===== config.mk =====
export PLATFORM = sky130hd
export DESIGN_NAME = frame_serializer
export DESIGN_NICKNAME = d
export VERILOG_FILES = /design/src/rtl/serializer_pkg.sv /design/src/rtl/frame_fifo.sv /design/src/rtl/frame_serializer.sv
export SDC_FILE = /design/constraint.sdc
export NUM_CORES = 1
export LEC_CHECK = 0
export CORE_AREA = 2 2 114 116
export CTS_CLUSTER_DIAMETER = 120
export DETAILED_ROUTE_END_ITERATION = 8
export DIE_AREA = 0 0 116 118
export GPL_TIMING_DRIVEN = 0
export PLACE_DENSITY = 0.68
export SYNTH_ARGS = -nofsm -noshare
export SYNTH_HDL_FRONTEND = slang
export SYNTH_SLANG_ARGS = --single-unit

===== constraint.sdc =====
create_clock -name CLK -period 4.2 [get_ports CLK]
set_input_delay 0.84 -clock CLK [delete_from_list [all_inputs] [get_ports CLK]]
set_output_delay 0.84 -clock CLK [all_outputs]
set_load 0.01 [all_outputs]

===== src/rtl/serializer_pkg.sv =====
// Shared state encoding and counter-width helper for the frame serializer.
package serializer_pkg;

  typedef enum logic [1:0] {
    ST_IDLE = 2'd0,
    ST_SEND = 2'd1,
    ST_GAP  = 2'd2
  } state_e;

  // Bits needed to hold 0..max_val; never narrower than one bit so GAP=0 still builds.
  function automatic int cnt_w(input int max_val);
    int w;
    w = $clog2(max_val + 1);
    return (w < 1) ? 1 : w;
  endfunction

endpackage


===== src/rtl/frame_fifo.sv =====
// Frame queue: registered storage, registered occupancy count, full/empty flags.
module frame_fifo
  import serializer_pkg::*;
#(
  parameter int WIDTH = 20,
  parameter int DEPTH = 4
) (
  input  logic             CLK,
  input  logic             RST,
  input  logic             wr_en,
  input  logic [WIDTH-1:0] wr_data,
  input  logic             rd_en,
  output logic [WIDTH-1:0] rd_data,
  output logic             full,
  output logic             empty
);

  localparam int PTR_W = $clog2(DEPTH);
  localparam int CNT_W = cnt_w(DEPTH);
  localparam logic [CNT_W-1:0] CNT_FULL = CNT_W'(DEPTH);

  logic [WIDTH-1:0] mem_r [DEPTH];
  logic [PTR_W-1:0] wr_ptr_r;
  logic [PTR_W-1:0] rd_ptr_r;
  logic [CNT_W-1:0] count_r;
  logic             push_s;
  logic             pop_s;

  // A write while full is dropped even if a pop happens in the same cycle.
  assign push_s  = wr_en & ~full;
  assign pop_s   = rd_en & ~empty;
  assign full    = (count_r == CNT_FULL);
  assign empty   = (count_r == {CNT_W{1'b0}});
  assign rd_data = mem_r[rd_ptr_r];

  // Frame storage; contents need no reset because the count gates every read.
  always_ff @(posedge CLK) begin
    if (push_s) begin
      mem_r[wr_ptr_r] <= wr_data;
    end
  end

  // Pointers wrap naturally because DEPTH is a power of two.
  always_ff @(posedge CLK or negedge RST) begin
    if (!RST) begin
      wr_ptr_r <= {PTR_W{1'b0}};
      rd_ptr_r <= {PTR_W{1'b0}};
      count_r  <= {CNT_W{1'b0}};
    end else begin
      if (push_s) begin
        wr_ptr_r <= wr_ptr_r + 1'b1;
      end
      if (pop_s) begin
        rd_ptr_r <= rd_ptr_r + 1'b1;
      end
      case ({push_s, pop_s})
        2'b10:   count_r <= count_r + 1'b1;
        2'b01:   count_r <= count_r - 1'b1;
        default: count_r <= count_r;
      endcase
    end
  end

endmodule


===== src/rtl/frame_serializer.sv =====
// Queues {ADDR,DATA} frames and shifts them out one bit per DIV cycles,
// MSB- or LSB-first per frame, with GAP idle bit periods between frames.
module frame_serializer
  import serializer_pkg::*;
#(
  parameter int ADDR_W     = 3,
  parameter int DATA_W     = 16,
  parameter int FIFO_DEPTH = 4,
  parameter int DIV        = 1,
  parameter int GAP        = 1
) (
  input  logic              CLK,
  input  logic              RST,
  input  logic [ADDR_W-1:0] ADDR,
  input  logic [DATA_W-1:0] DATA,
  input  logic              LSB_FIRST,
  input  logic              ENA,
  output logic              READY,
  output logic              OVERFLOW,
  output logic              SERIAL_OUT,
  output logic              LAST_BIT,
  output logic              BUSY
);

  localparam int FW    = ADDR_W + DATA_W;
  localparam int BIT_W = cnt_w(FW);
  localparam int DIV_W = cnt_w(DIV);
  localparam int GAP_W = cnt_w(GAP);
  localparam logic [BIT_W-1:0] BIT_LAST = BIT_W'(FW);
  localparam logic [BIT_W-1:0] BIT_PEN  = BIT_W'(FW - 1);
  localparam logic [DIV_W-1:0] DIV_LAST = DIV_W'(DIV - 1);
  localparam logic [GAP_W-1:0] GAP_LAST = GAP_W'((GAP > 0) ? GAP - 1 : 0);
  localparam logic GAP_EN        = (GAP > 0);
  localparam logic ONE_BIT_FRAME = (FW == 1);

  state_e           state_r;
  logic [FW-1:0]    shift_r;
  logic             lsb_r;
  logic [BIT_W-1:0] bit_cnt_r;
  logic [DIV_W-1:0] div_cnt_r;
  logic [GAP_W-1:0] gap_cnt_r;
  logic             serial_r;
  logic             last_r;
  logic             ovf_r;

  logic [FW:0]      rd_data_s;
  logic             full_s;
  logic             empty_s;
  logic             load_s;
  logic             period_end_s;
  logic [FW-1:0]    shifted_s;

  function automatic logic first_bit(input logic [FW-1:0] w, input logic lsb);
    return lsb ? w[0] : w[FW-1];
  endfunction

  frame_fifo #(.WIDTH(FW + 1), .DEPTH(FIFO_DEPTH)) u_fifo (
    .CLK     (CLK),
    .RST     (RST),
    .wr_en   (ENA),
    .wr_data ({LSB_FIRST, ADDR, DATA}),
    .rd_en   (load_s),
    .rd_data (rd_data_s),
    .full    (full_s),
    .empty   (empty_s)
  );

  assign period_end_s = (div_cnt_r == DIV_LAST);
  assign READY        = ~full_s;
  assign OVERFLOW     = ovf_r;
  assign SERIAL_OUT   = serial_r;
  assign LAST_BIT     = last_r;
  assign BUSY         = ~empty_s | (state_r != ST_IDLE);

  // Decide whether a queued frame is pulled into the shift register this cycle.
  always_comb begin
    load_s = 1'b0;
    case (state_r)
      ST_IDLE: load_s = ~empty_s;
      ST_SEND: load_s = ~GAP_EN & period_end_s & (bit_cnt_r == BIT_LAST) & ~empty_s;
      ST_GAP:  load_s = period_end_s & (gap_cnt_r == GAP_LAST) & ~empty_s;
      default: load_s = 1'b0;
    endcase
  end

  // Next shift-register contents after the current bit has been sent.
  always_comb begin
    if (lsb_r) begin
      shifted_s = shift_r >> 1'b1;
    end else begin
      shifted_s = shift_r << 1'b1;
    end
  end

  // Serializer state machine with registered SERIAL_OUT, LAST_BIT and OVERFLOW.
  always_ff @(posedge CLK or negedge RST) begin
    if (!RST) begin
      state_r   <= ST_IDLE;
      shift_r   <= {FW{1'b0}};
      lsb_r     <= 1'b0;
      bit_cnt_r <= {BIT_W{1'b0}};
      div_cnt_r <= {DIV_W{1'b0}};
      gap_cnt_r <= {GAP_W{1'b0}};
      serial_r  <= 1'b0;
      last_r    <= 1'b0;
      ovf_r     <= 1'b0;
    end else begin
      ovf_r <= ENA & full_s;
      if (load_s) begin
        state_r   <= ST_SEND;
        shift_r   <= rd_data_s[FW-1:0];
        lsb_r     <= rd_data_s[FW];
        serial_r  <= first_bit(rd_data_s[FW-1:0], rd_data_s[FW]);
        last_r    <= ONE_BIT_FRAME;
        bit_cnt_r <= BIT_W'(1);
        div_cnt_r <= {DIV_W{1'b0}};
        gap_cnt_r <= {GAP_W{1'b0}};
      end else begin
        case (state_r)
          ST_SEND: begin
            if (!period_end_s) begin
              div_cnt_r <= div_cnt_r + 1'b1;
            end else begin
              div_cnt_r <= {DIV_W{1'b0}};
              if (bit_cnt_r == BIT_LAST) begin
                shift_r   <= {FW{1'b0}};
                serial_r  <= 1'b0;
                last_r    <= 1'b0;
                bit_cnt_r <= {BIT_W{1'b0}};
                state_r   <= GAP_EN ? ST_GAP : ST_IDLE;
              end else begin
                shift_r   <= shifted_s;
                serial_r  <= first_bit(shifted_s, lsb_r);
                bit_cnt_r <= bit_cnt_r + 1'b1;
                last_r    <= (bit_cnt_r == BIT_PEN);
              end
            end
          end
          ST_GAP: begin
            serial_r <= 1'b0;
            if (!period_end_s) begin
              div_cnt_r <= div_cnt_r + 1'b1;
            end else begin
              div_cnt_r <= {DIV_W{1'b0}};
              if (gap_cnt_r == GAP_LAST) begin
                gap_cnt_r <= {GAP_W{1'b0}};
                state_r   <= ST_IDLE;
              end else begin
                gap_cnt_r <= gap_cnt_r + 1'b1;
              end
            end
          end
          ST_IDLE: begin
            state_r  <= ST_IDLE;
            serial_r <= 1'b0;
          end
          default: begin
            state_r  <= ST_IDLE;
            serial_r <= 1'b0;
            last_r   <= 1'b0;
          end
        endcase
      end
    end
  end

endmodule


==> run metrics, run 1 <==
outcome=completed; critical path startpoint category=register; core footprint=12,400 um^2; PD cells=732 nW/um^2; Post-Syn Instances=279; nature of the critical path endpoint=primary output; Reg2Reg Depth=9; setup TNS=0 ns; die area=13,700 um^2; CTS tree=done; gp weighted congestion=0.801; data required time of the critical path=3.36 ns; wire length per cell=17.7 um; Worst Max-Slew Pin Slew=1.15 ns; setup slack, reg-to-reg=1.92 ns; Slew HR=0.235; Max-Cap Viols=0; # resized after CTS=0; CTS Sinks=117; WL final=9000 um; clk_skew=0.00898 ns; CTS Buf Count=17; Ys Warns=0; post-synthesis cell area=4910 um^2; kind of critical path=reg -> out; Synth area leaders=edfxtp_1, dfrtp_1, mux4_2; WL met2=4430 um; Inst Count DP=478; synthesis-to-finish area growth=21.1%; final hold vios=0; root buffer cell=clkbuf_16; Net Sw Frac=0.305; router iterations before antenna repair=4; Crit path depth=4; post-synth top area share=0.489; P_sw=1330 uW; Top Metal Used=met4; Ports=28; clock share of power=0.307; H-tree depth=4; Final ANT Viol Nets=0; Post-synth EDFFs=80; Post-Place Worst Slack=1.36 ns; CP max FO=7; DRT met1 WL=4070 um; post-synthesis async set-or-reset flop share=0.316; cell taking the most area after synthesis=edfxtp_1; Leak=0.00223 uW; Logic pwr share=0.289; Clk Latency, worst-skew pair=0.41 ns; vias in the first global route=2,773; Row Count=41; largest net degree at the start of global routing=38; Max VDD drop=0.301 mV; fin crit share=0.738; gr usage total=0.147; die width=116 um; Initial Util=0.396; CP max stage delay=0.56 ns; post-synthesis cell type count=46; Layout Cells excl Fill=509; vias=2,655; # diodes=0; global-route wire length before repair=14,800 um; min Tclk post-route=3.10 ns; DP Wirelength=5610 um; grt ovf=0; Final setup viols=0; Buf+Inv Stages, Crit Path=2; RSZ-0062 raised after global routing=false; antenna violations before repair=0; DRC errors left=0; top_reg_cell synth=edfxtp_1; HP Class=reg -> reg; syn_nets=310; Layout Nets=356; critical path arrival=2.26 ns; Critical Path Slowest Stage Cell=or4_4; die height=118 um; Slew Limit Fails=0; # port buffers=27; Clock Pin Slew Worst Setup and Hold Paths=0.06 ns; largest delay contributor family on the critical path=simple AND/OR/NAND/NOR gates; Seq cells post-synth=117; met3 wire length=348 um; max frequency=323 MHz; sequential fraction of the synthesis area=0.677; First DRT Iteration DRCs=170; worst path cell trace=or4_4, buf_6, or2_1, clkdlybuf4s50_1; worst hold stages=1; share of cells above drive strength 1=0.208; final worst slack=1.10 ns; Via density=5.22; Flop pwr share=0.404; Clock Tree Buf Depth=2; hold buffers post-CTS=0; Int Pwr=3020 uW; setup repair bufs after CTS=0; Mapped Avg Cell Area=17.6 um^2
## layout by cell type (no fill, tap or decap), types with 2 or more instances in the layout
| cell type | instances |
|---|---|
| edfxtp_1 | 80 |
| dfrtp_1 | 37 |
| clkdlybuf4s50_1 | 26 |
| mux4_2 | 19 |
| nor3_1 | 19 |
| mux2i_1 | 18 |
| a221o_1 | 18 |
| clkbuf_16 | 17 |
| ha_1 | 7 |
| inv_1 | 6 |
| and3_1 | 6 |
| clkbuf_1 | 6 |
| buf_2 | 5 |
| xnor2_1 | 5 |
| nor2_1 | 4 |
| nand2_1 | 4 |
| inv_6 | 4 |
| buf_6 | 3 |
| nor2b_1 | 3 |
| a22o_1 | 3 |
| clkinv_2 | 3 |
| clkinv_4 | 3 |
| clkinvlp_4 | 3 |
| buf_4 | 2 |
| nand2b_1 | 2 |
| a21oi_1 | 2 |
| o22ai_1 | 2 |
| o311ai_1 | 2 |
| o211ai_1 | 2 |
| nand3_1 | 2 |
| mux2_2 | 2 |
## worst paths after layout
check                                   from                end
max reg2reg                u_fifo.count_r[0]  u_fifo.count_r[2]
min in group asynchronous                RST         state_r[1]
max                        u_fifo.count_r[2]               BUSY
min                               shift_r[0]         shift_r[0]
max in group asynchronous                RST        shift_r[15]
min reg2reg                       shift_r[0]         shift_r[0]
## metrics by stage
| stage | area, um^2 | utilization | total power, uW | hold slack, ns |
|---|---|---|---|---|
| 4_1_cts | 5950 | 0.479 | 4410 | 0.520 |
| 6_report | 5950 | 0.479 | 4350 | 0.526 |
| 5_1_grt | 5950 | 0.479 | 4600 | 0.552 |
| 3_3_place_gp | 5400 | 0.435 | 3010 | 0.504 |
| 3_5_place_dp | 5390 | 0.434 | 3050 | 0.498 |
| 2_1_floorplan | 4910 | - | 2690 | 0.478 |
## cell usage after synthesis, types with 2 or more instances
cell type  instances
nand2_1            4
dfrtp_1           37
nor3_1            19
and3_1             6
a21oi_1            2
a221o_1           18
o211ai_1           2
a22o_1             3
o311ai_1           2
nand2b_1           2
buf_6              3
mux2_2             2
edfxtp_1          80
ha_1               7
nand3_1            2
nor2b_1            3
nor2_1             4
mux2i_1           18
inv_1              6
mux4_2            19
buf_2              4
o22ai_1            2
xnor2_1            5
buf_4              2
clkbuf_1           6
## worst register-to-register path, stage by stage, from the launching register on
cell and delay (ns):
dfrtp_1 0.46, or3_4 0.43, nand2_4 0.11, inv_2 0.06, buf_6 0.14, ha_1 0.23, fa_1 0.38, xnor2_1 0.13
nor2_1 0.11, xor2_1 0.15
## routing by layer
| layer | track usage | vias to the layer above |
|---|---|---|
| met5 | 0 | - |
| met4 | 0.0603 | 0 |
| met3 | 0.0422 | 11 |
| met2 | 0.227 | 56 |
| met1 | 0.194 | 1363 |
| li1 | - | 1225 |
## state kept, by name, indices dropped and copies added, names as in the netlist, 2 cells and up
register and count:
u_fifo.count_r 3, bit_cnt_r 5, state_r 2, u_fifo.rd_ptr_r 2, u_fifo.wr_ptr_r 2, shift_r 19, u_fifo.mem_r 80
## cell families (layout without fill, tap and decap cells)
logic type / Yosys count / count (layout) / synth area share
and+or+nand+nor: 51 / 51 / 0.0657
AOI/OAI and AO/OA: 33 / 33 / 0.0596
DFF: 117 / 117 / 0.677
adders and majority gates: 8 / 8 / 0.0219
xor gates and xnor gates: 6 / 6 / 0.0107
buffers and inverters: 23 / 81 / 0.0280
muxes: 41 / 41 / 0.137
## power by group through the flow
stage               Combinational (uW)  Clock [uW]  Sequential [uW]
global route                      1390        1420             1790
CTS                               1290        1370             1760
finish                            1260        1340             1760
global placement                  1250           0             1760
floorplan                          974           0             1710
detailed placement                1280           0             1770
## layout make-up
class | instances | area (um^2)
clock inverter | 14 | 129
clock buffer | 17 | 425
multi-input combinational | 139 | 1450
buffer | 16 | 111
inverter | 7 | 26.3
timing repair buffer | 27 | 265
tap | 172 | 215
fill | 1088 | 6470
sequential | 117 | 3330
No activity file was read; power rests on OpenSTA's default activity.
==> run 2, diff against run 1 <==
Clock period 4.2 ns to 3 ns, I/O delays scaled along.
==> results of run 2 <==
The final DEF is identical to that of run 1. Status: completed.
Among the figures that moved: setup slack after placement 1.36 ns -> 0.401 ns; setup slack after layout 1.10 ns -> 0.142 ns; hold slack 0.526 ns -> 0.310 ns; register-to-register setup slack 1.92 ns -> 0.72 ns; total power 4350 uW -> 6100 uW; worst IR drop on VDD 0.301 mV -> 0.421 mV
